`src/rtl/pwm_cap_pkg.sv`:
```
// Shared types and register addresses for the PWM capture slot core.
package pwm_cap_pkg;

  typedef enum logic [1:0] {
    IDLE,
    ARM,
    HIGH,
    LOW
  } cap_state_t;

  localparam logic [4:0] ADDR_DVSR     = 5'h00;
  localparam logic [4:0] ADDR_CTRL     = 5'h01;
  localparam logic [4:0] ADDR_STAT     = 5'h02;
  localparam logic [4:0] ADDR_CLR      = 5'h03;
  localparam logic [4:0] ADDR_RES_BASE = 5'h10;

endpackage

```
`src/rtl/pwm_capture_chan.sv`:
```
// One capture channel: input synchronizer, edge detect, measurement FSM and
// published high/period result pair.
module pwm_capture_chan
  import pwm_cap_pkg::*;
#(
  parameter int CW = 32
) (
  input  logic          clk,
  input  logic          reset,
  input  logic          i_pwm,
  input  logic          i_tick,
  input  logic          i_en,
  output logic          o_cap_pulse,
  output logic          o_ovf_pulse,
  output logic [CW-1:0] o_high,
  output logic [CW-1:0] o_period
);

  logic          r_sync1;
  logic          r_sync2;
  logic          r_dly;
  logic          w_rise;
  logic          w_fall;
  cap_state_t    r_state;
  cap_state_t    w_state_next;
  logic [CW-1:0] r_cnt;
  logic [CW-1:0] w_cnt_next;
  logic [CW-1:0] w_cnt_inc;
  logic          w_at_max;
  logic [CW-1:0] r_hi_sh;
  logic [CW-1:0] w_hi_sh_next;
  logic [CW-1:0] r_high;
  logic [CW-1:0] r_period;

  assign w_rise    = r_sync2 & ~r_dly;
  assign w_fall    = ~r_sync2 & r_dly;
  assign w_cnt_inc = r_cnt + CW'(i_tick);
  assign w_at_max  = (r_cnt == {CW{1'b1}}) && i_tick;

  always_ff @(posedge clk) begin
    if (reset) begin
      r_sync1  <= 1'b0;
      r_sync2  <= 1'b0;
      r_dly    <= 1'b0;
      r_state  <= IDLE;
      r_cnt    <= '0;
      r_hi_sh  <= '0;
      r_high   <= '0;
      r_period <= '0;
    end else begin
      r_sync1 <= i_pwm;
      r_sync2 <= r_sync1;
      r_dly   <= r_sync2;
      r_state <= w_state_next;
      r_cnt   <= w_cnt_next;
      r_hi_sh <= w_hi_sh_next;
      // High and period load on the same edge so software never sees a torn pair.
      if (o_cap_pulse) begin
        r_high   <= r_hi_sh;
        r_period <= w_cnt_inc;
      end
    end
  end

  always_comb begin
    w_state_next = r_state;
    w_cnt_next   = r_cnt;
    w_hi_sh_next = r_hi_sh;
    o_cap_pulse  = 1'b0;
    o_ovf_pulse  = 1'b0;
    if (!i_en) begin
      w_state_next = IDLE;
      w_cnt_next   = '0;
    end else begin
      case (r_state)
        IDLE: begin
          w_state_next = ARM;
          w_cnt_next   = '0;
        end
        ARM: begin
          if (w_rise) begin
            w_cnt_next   = '0;
            w_state_next = HIGH;
          end
        end
        HIGH: begin
          w_cnt_next = w_cnt_inc;
          if (w_fall) begin
            w_hi_sh_next = w_cnt_inc;
            w_state_next = LOW;
          end else if (w_at_max) begin
            o_ovf_pulse  = 1'b1;
            w_cnt_next   = '0;
            w_state_next = ARM;
          end
        end
        LOW: begin
          w_cnt_next = w_cnt_inc;
          if (w_rise) begin
            o_cap_pulse  = 1'b1;
            w_cnt_next   = '0;
            w_state_next = HIGH;
          end else if (w_at_max) begin
            o_ovf_pulse  = 1'b1;
            w_cnt_next   = '0;
            w_state_next = ARM;
          end
        end
        default: begin
          w_state_next = IDLE;
          w_cnt_next   = '0;
        end
      endcase
    end
  end

  assign o_high   = r_high;
  assign o_period = r_period;

endmodule

```
`src/rtl/pwm_capture_core.sv`:
```
// PWM capture MMIO slot: shared tick prescaler, per-channel capture units,
// sticky valid/overflow flags with write-1-to-clear, and the read mux.
module pwm_capture_core
  import pwm_cap_pkg::*;
#(
  parameter int W  = 4,
  parameter int CW = 32
) (
  input  logic         clk,
  input  logic         reset,
  input  logic         cs,
  input  logic         read,
  input  logic         write,
  input  logic [4:0]   addr,
  input  logic [31:0]  wr_data,
  output logic [31:0]  rd_data,
  input  logic [W-1:0] pwm_in
);

  logic [31:0]   r_dvsr;
  logic [31:0]   r_q;
  logic          w_tick;
  logic [W-1:0]  r_ctrl;
  logic [W-1:0]  r_valid;
  logic [W-1:0]  r_ovf;
  logic [W-1:0]  w_cap;
  logic [W-1:0]  w_ovf;
  logic [W-1:0]  w_clr_valid;
  logic [W-1:0]  w_clr_ovf;
  logic          w_wr;
  logic [CW-1:0] w_high   [W];
  logic [CW-1:0] w_period [W];
  logic [31:0]   w_res_high   [8];
  logic [31:0]   w_res_period [8];
  logic          w_unused_read;

  // Reads have no side effects, so the strobe is not needed.
  assign w_unused_read = read;

  assign w_wr        = cs && write;
  assign w_tick      = (r_q == 32'd0);
  assign w_clr_valid = (w_wr && addr == ADDR_CLR) ? wr_data[W-1:0]   : '0;
  assign w_clr_ovf   = (w_wr && addr == ADDR_CLR) ? wr_data[W+7:8]   : '0;

  always_ff @(posedge clk) begin
    if (reset) begin
      r_dvsr  <= '0;
      r_q     <= '0;
      r_ctrl  <= '0;
      r_valid <= '0;
      r_ovf   <= '0;
    end else begin
      if (w_wr && addr == ADDR_DVSR) r_dvsr <= wr_data;
      if (w_wr && addr == ADDR_CTRL) r_ctrl <= wr_data[W-1:0];
      // >= rather than == so lowering dvsr below the running count still wraps.
      r_q     <= (r_q >= r_dvsr) ? 32'd0 : r_q + 32'd1;
      r_valid <= (r_valid & ~w_clr_valid) | w_cap;
      r_ovf   <= (r_ovf & ~w_clr_ovf) | w_ovf;
    end
  end

  genvar gi;
  generate
    for (gi = 0; gi < W; gi++) begin : g_chan
      pwm_capture_chan #(
        .CW(CW)
      ) u_chan (
        .clk        (clk),
        .reset      (reset),
        .i_pwm      (pwm_in[gi]),
        .i_tick     (w_tick),
        .i_en       (r_ctrl[gi]),
        .o_cap_pulse(w_cap[gi]),
        .o_ovf_pulse(w_ovf[gi]),
        .o_high     (w_high[gi]),
        .o_period   (w_period[gi])
      );
    end

    // Pad results to the full 8-slot window so unused slots read as zero.
    for (gi = 0; gi < 8; gi++) begin : g_res
      if (gi < W) begin : g_used
        assign w_res_high[gi]   = 32'(w_high[gi]);
        assign w_res_period[gi] = 32'(w_period[gi]);
      end else begin : g_empty
        assign w_res_high[gi]   = '0;
        assign w_res_period[gi] = '0;
      end
    end
  endgenerate

  always_comb begin
    rd_data = '0;
    case (addr)
      ADDR_DVSR: rd_data = r_dvsr;
      ADDR_CTRL: rd_data[W-1:0] = r_ctrl;
      ADDR_STAT: begin
        rd_data[W-1:0] = r_valid;
        rd_data[W+7:8] = r_ovf;
      end
      default: begin
        if (addr[4]) begin
          rd_data = addr[0] ? w_res_period[addr[3:1]] : w_res_high[addr[3:1]];
        end
      end
    endcase
  end

endmodule
```
`config.mk`:
```
export PLATFORM = sky130hd
export DESIGN_NAME = pwm_capture_core
export DESIGN_NICKNAME = d
export VERILOG_FILES = /design/src/rtl/pwm_cap_pkg.sv /design/src/rtl/pwm_capture_chan.sv /design/src/rtl/pwm_capture_core.sv
export SDC_FILE = /design/constraint.sdc
export NUM_CORES = 1
export LEC_CHECK = 0
export CELL_PAD_IN_SITES_DETAIL_PLACEMENT = 0
export CELL_PAD_IN_SITES_GLOBAL_PLACEMENT = 1
export CORE_UTILIZATION = 53
export CTS_BUF_LIST = sky130_fd_sc_hd__clkbuf_8
export DETAILED_ROUTE_END_ITERATION = 12
export GPL_TIMING_DRIVEN = 0
export PLACE_DENSITY = 0.87
export RECOVER_POWER = 25
export SYNTH_ARGS = -nofsm -noshare
export SYNTH_HDL_FRONTEND = slang
export SYNTH_SLANG_ARGS = --single-unit
```
`constraint.sdc`:
```
create_clock -name clk -period 8.4 [get_ports clk]
set_input_delay 1.26 -clock clk [delete_from_list [all_inputs] [get_ports clk]]
set_output_delay 1.26 -clock clk [all_outputs]
set_load 0.01 [all_outputs]
```
==> impl_metrics.ini, run 1 <==
[run_status]
violations = max-capacitance violations, max-slew violations
status = complete, but fails checks

[critical_path]
crit_type = in2out
reg2reg_setup_slack_ns = 2.39
cp_cell_sequence = clkdlybuf4s50_1 > clkbuf_1 > buf_1 > clkbuf_1 > mux4_2 > mux2i_1 > o21ai_0 > clkdlybuf4s50_1
slowest_delay_ns = 0.73
path_buf_inv = 5
crit_path_max_fanout = 10
required_ns = 7.14
path_delay_family = buffers and inverters
reg2reg_from = r_q[0]
endpoint_kind = primary output
cp-start-kind = primary input
cp_slowest_cell = buf_1
worstPathArrival_ns = 5.48
startpoint = addr[0]

[global_route]
grt_overflow_total = 0
grt_usage_pct = 33.8
gr-usage-met3_pct = 8.31
busiest_layer = met2
antenna_found_initial = 1
use_met2_pct = 50.1
grt_max_degree = 14
use_met1_pct = 47.6
grt_pass1_vias = 23450
grt_pass1_wl_mm = 136

[cells_and_area]
num_antenna_cells = 0
multi_input_area_um2 = 13800
final_area_um2 = 30700
layout-drive-gt1-share_pct = 6.75
num-fill-cells = 4451
nets = 3502
area_growth_pct = 13.8
seq_area_um2 = 12200

[flow_run]
drv_cap = 2

[clocking]
post_cts_resized = 0
cts_hold_buf = 0
clock_sinks = 608
clk_pin_slew_worst_paths_ns = 0.06
htreeDepth = 3
post_cts_buffers = 0
clk_latency_ns = 0.70
clock_path_buffers = 3
cts_root_buf = clkbuf_8
cts_tree = built
numCtsBuffers = 101

[die]
die_h_um = 228
coreArea_um2 = 50200
num_rows = 82
die_w_um = 228
io_pins = 78
start_util_pct = 53.8
die-area_um2 = 51900

[place]
io_buffers = 74
place_area_um2 = 28600
gp_congestion = 1.04
dpl.hpwl_mm = 67.6

[route]
via_per_inst = 5.96
drtPass1Iterations = 6
wire_per_inst_um = 21.4
routed_wl_mm = 89.0
drc = 0
postRouteAntennaNets = 0
num_vias = 24849
first_iter_violations = 2185

[yosys]
synth_area_leaders = dfxtp_1 45%, nand2_1 8.7%, a211oi_1 5.9%
yosys_warnings = 0
synth_top_area_share_pct = 45.1
syn-cell-area_um2 = 27000
synth_top_cell_by_area = dfxtp_1
syn_area_per_cell_um2 = 8.35
synth-edff-count = 0
ys_async_sr_fraction_pct = 0
syn_inst = 3236
ys_ff_latch = 608
ys_seq_area_share_pct = 45.1
ys.flop_type = dfxtp_1
yosys-top-cells-count = 629 x nand2_1, 608 x dfxtp_1, 424 x nor2_1
syn_nets = 3324
yosysUniqueCellTypes = 58
yosysMostFrequentCell = nand2_1

[power]
p_leak_nw = 10.3
power_per_cell_area_nw_per_um2 = 189
power_mw = 5.82
ir_drop_uv = 147

[sta]
tightest_slew_ns = 2.66
slew_viol_final = 24
setup_viol = 0
rsz0062_at_grt = false
period_share_pct = 80.3
clock_skew_ns = 0.0247
fmax_mhz = 148
hold_viol_final = 0
period_needed_ns = 6.74
tns_ns = 0
slew_headroom_pct = -78.7

[hold_path]
min_path_type = reg2reg
min_from = g_chan[2].u_chan.r_sync1
-- placed cells by master, fill, tap and decap left out, types with 26 or more instances in the layout --
cell | synthesis | final
a21oi_1 | 196 | 196
nand2_1 | 629 | 629
nand3_1 | 88 | 88
clkbuf_8 | 0 | 136
o21ai_0 | 96 | 96
mux2i_1 | 43 | 43
nor2_1 | 424 | 424
and2_1 | 27 | 26
mux4_2 | 64 | 64
xnor2_1 | 38 | 38
nand4_1 | 46 | 46
o22ai_1 | 48 | 48
clkbuf_1 | 186 | 189
dfxtp_1 | 608 | 608
ha_1 | 42 | 42
nor3_1 | 97 | 98
nor2b_1 | 41 | 41
clkdlybuf4s50_1 | 0 | 73
xor2_1 | 65 | 65
nor4_1 | 35 | 35
a211oi_1 | 214 | 214
inv_1 | 51 | 80
-- registers in the layout (all words and copies together), names as in the netlist --
name / cells
r_dvsr: 32
g_chan.u_chan.o_high: 128
r_ovf: 4
g_chan.u_chan.r_sync2: 4
r_q: 32
g_chan.u_chan.r_hi_sh: 128
r_valid: 4
g_chan.u_chan.r_sync1: 4
g_chan.u_chan.o_period: 128
g_chan.u_chan.r_state: 8
g_chan.u_chan.r_dly: 4
r_ctrl: 4
g_chan.u_chan.r_cnt: 128
-- cell families after synthesis --
kind of cell	count (synthesis)	synth area share, %
simple gates	1491	24.5
compound gates	623	14.5
flops	608	45.1
buf+inv	261	3.66
mux	108	6.97
xor+xnor	103	3.34
fa+ha+maj	42	1.95
-- metal layers --
metal	vias to the layer above	wire, µm
met3	172	9070
met1	11824	39200
met5	-	13
li1	11707	-
met2	1144	37600
met4	2	3130
-- layout make-up --
type | count | area share [%]
Buffer | 210 | 2.59
Clock buffer | 136 | 6.09
Clock inverter | 47 | 0.944
Inverter | 51 | 0.623
Multi-Input combinational cell | 2367 | 45.0
Sequential cell | 608 | 39.6
Tap cell | 672 | 2.73
Timing Repair Buffer | 75 | 2.42
-- metrics by stage --
stage / hold WS, ns / cells / worst slack (ns) / util (%)
after global placement: 0.422 / 3982 / 2.12 / 57.0
after CTS: 0.450 / 4166 / 2.08 / 61.3
after floorplan: 0.414 / 3236 / 4.18 / -
after global routing: 0.457 / 4166 / 1.60 / 61.3
after detailed placement: 0.431 / 3983 / 2.08 / 57.0
final: 0.447 / 4166 / 1.66 / 61.3
-- path summary, 6_finish.rpt --
kind	to	depth (start not counted)
worst max-delay path	rd_data[16]	8
worst min-delay path	g_chan[2].u_chan.r_sync2	1
worst max register to register	g_chan[0].u_chan.r_hi_sh[28]	13
worst min register to register	g_chan[2].u_chan.r_sync2	1
-- worst reg2reg max path, cell delays in order (launching register included) --
cell,delay [ns]
dfxtp_1,0.36
inv_1,0.14
ha_1,0.17
nor4b_1,0.23
nand4_1,0.16
nor3_1,2.05
ha_1,0.44
ha_1,0.20
nand3_1,0.21
nor3_1,0.91
nand2_1,0.26
o21a_1,0.26
nor2_1,0.36
a211oi_1,0.16
-- power breakdown --
group,switching [mW],internal (mW)
Clock,1.23,1.53
Combinational,0.113,0.0519
Sequential,0.00236,2.89
No activity file was read; power rests on OpenSTA's default activity.
==> inputs of run 2 (changes only) <==
--- a/config.mk
+++ b/config.mk
@@ -7,11 +7,11 @@
 export LEC_CHECK = 0
 export CELL_PAD_IN_SITES_DETAIL_PLACEMENT = 0
 export CELL_PAD_IN_SITES_GLOBAL_PLACEMENT = 1
-export CORE_UTILIZATION = 53
+export CORE_UTILIZATION = 44
 export CTS_BUF_LIST = sky130_fd_sc_hd__clkbuf_8
 export DETAILED_ROUTE_END_ITERATION = 12
 export GPL_TIMING_DRIVEN = 0
-export PLACE_DENSITY = 0.87
+export PLACE_DENSITY = 0.77
 export RECOVER_POWER = 25
 export SYNTH_ARGS = -nofsm -noshare
 export SYNTH_HDL_FRONTEND = slang
==> constraint.sdc (replaced) <==
create_clock -name clk -period 6 [get_ports clk]
set_input_delay 0.9 -clock clk [delete_from_list [all_inputs] [get_ports clk]]
set_output_delay 0.9 -clock clk [all_outputs]
set_load 0.01 [all_outputs]
==> impl_metrics.ini, run 2 (same netlist as run 1, synthesis figures left out) <==
[power]
power_per_cell_area_nw_per_um2 = 264
p_leak_nw = 10.4
ir_drop_uv = 203

[sta]
rsz0062_at_grt = false
hold_viol_final = 0
tns_ns = 0
slew_headroom_pct = -26.8
layout_setup_ws_ns = 0.328
period_needed_ns = 5.67
setup_viol = 0
tightest_slew_ns = 1.88
period_share_pct = 94.5
fmax_mhz = 176
slew_viol_final = 11
clock_skew_ns = 0.0276

[cells_and_area]
num-fill-cells = 5751
final_common_cell = nand2_1
nets = 3505
area_growth_pct = 14.4
layout-drive-gt1-share_pct = 6.89
fin_util_pct = 51.1
final_cell_mix = 629 x nand2_1, 608 x dfxtp_1, 424 x nor2_1

[global_route]
antenna_found_initial = 3
grt_pass1_vias = 23127
grt_pass1_wl_mm = 140
grt_overflow_total = 0
grt_max_degree = 15
grt_usage_pct = 29.3

[route]
num_vias = 24649
routed_wl_mm = 92.8
wire_per_inst_um = 21.7
drc = 0
routed-wl-met3_mm = 7.92
first_iter_violations = 2186
postRouteAntennaNets = 0
wl_met1_mm = 43.5
via_per_inst = 5.76
drtPass1Iterations = 6
top_layer = met5
met2_length_mm = 38.9

[critical_path]
worstPathArrival_ns = 4.77
cp_slowest_cell = clkdlybuf4s50_1
slowest_delay_ns = 0.72
cpMostUsedCell = clkdlybuf4s50_1
cp_cell_sequence = clkdlybuf4s50_1 > buf_2 > clkbuf_2 > clkbuf_1 > mux4_2 > mux2i_1 > o21ai_0 > clkdlybuf4s50_1
endpoint_kind = primary output
required_ns = 5.10
cp-start-kind = primary input
r2r_cells = 13
crit_type = in2out
crit_path_max_fanout = 10

[place]
pre_cts_ws_ns = 0.150
dpl.hpwl_mm = 71.4
gp_congestion = 1.03
io_buffers = 74

[clocking]
post_cts_buffers = 0
clock_sinks = 608
htreeDepth = 3
clock_path_buffers = 3
post_cts_resized = 0
cts_tree = built
cts_root_buf = clkbuf_8
numCtsBuffers = 104
clk_latency_ns = 0.72
cts_hold_buf = 0
clk_pin_slew_worst_paths_ns = 0.05

[die]
num_rows = 90
start_util_pct = 44.7
die_w_um = 250
die-area_um2 = 62400
io_pins = 78
coreArea_um2 = 60500
die_h_um = 250

[run_status]
violations = max-capacitance violations, max-slew violations
status = complete, but fails checks

[hold_path]
whs_path_depth = 1
min_path_type = reg2reg

[flow_run]
drv_cap = 1
[run 2: final timing paths]
| check | slack, ns | start | endpoint |
|---|---|---|---|
| setup / recovery | 0.33 | addr[0] | rd_data[18] |
| hold / removal | 0.43 | g_chan[1].u_chan.r_sync1 | g_chan[1].u_chan.r_sync2 |
| setup reg to reg | 1.33 | r_q[0] | g_chan[0].u_chan.o_period[24] |
| hold reg to reg | 0.43 | g_chan[1].u_chan.r_sync1 | g_chan[1].u_chan.r_sync2 |
[run 2: report_power, final]
part           internal, mW  switching [mW]  leakage (nW)  total (mW)
combinational        0.0734           0.162          4.23       0.235
clock                  2.13            1.75          1.23        3.87
sequential             4.04         0.00335          4.90        4.05
total                  6.24            1.91          10.4        8.16
[run 2: layout make-up]
cell class	count	area, µm²	share of cell area, %
antenna	1	2.50	0.00810
buffer	210	798	2.58
clock buffer	134	1840	5.97
clock inverter	51	317	1.02
inverter	51	191	0.620
multi-input combinational	2367	13900	44.8
sequential	608	12200	39.4
tap	782	978	3.17
timing repair buffer	75	744	2.41
[run 2: critical path, delay by kind of cell]
family,cells,cell delay [ns]
mux,2,0.95
compound gates,1,0.24
buf+inv,5,2.66
[run 2: per-layer routing]
metal / track usage, % / up-vias
met5: 0 / -
met4: 9.88 / 2
met3: 5.85 / 139
met2: 43.2 / 936
met1: 42.4 / 11855
li1: - / 11717
[run 2: metrics by stage]
stage               total power, mW  area (µm²)  hold WS (ns)  instances
floorplan                      4.26       27000         0.414       3236
global placement               4.36       28700         0.421       4092
detailed placement             4.36       28800         0.425       4093
CTS                            8.21       30900         0.437       4278
global route                   8.41       30900         0.454       4279
finish                         8.16       30900         0.434       4279
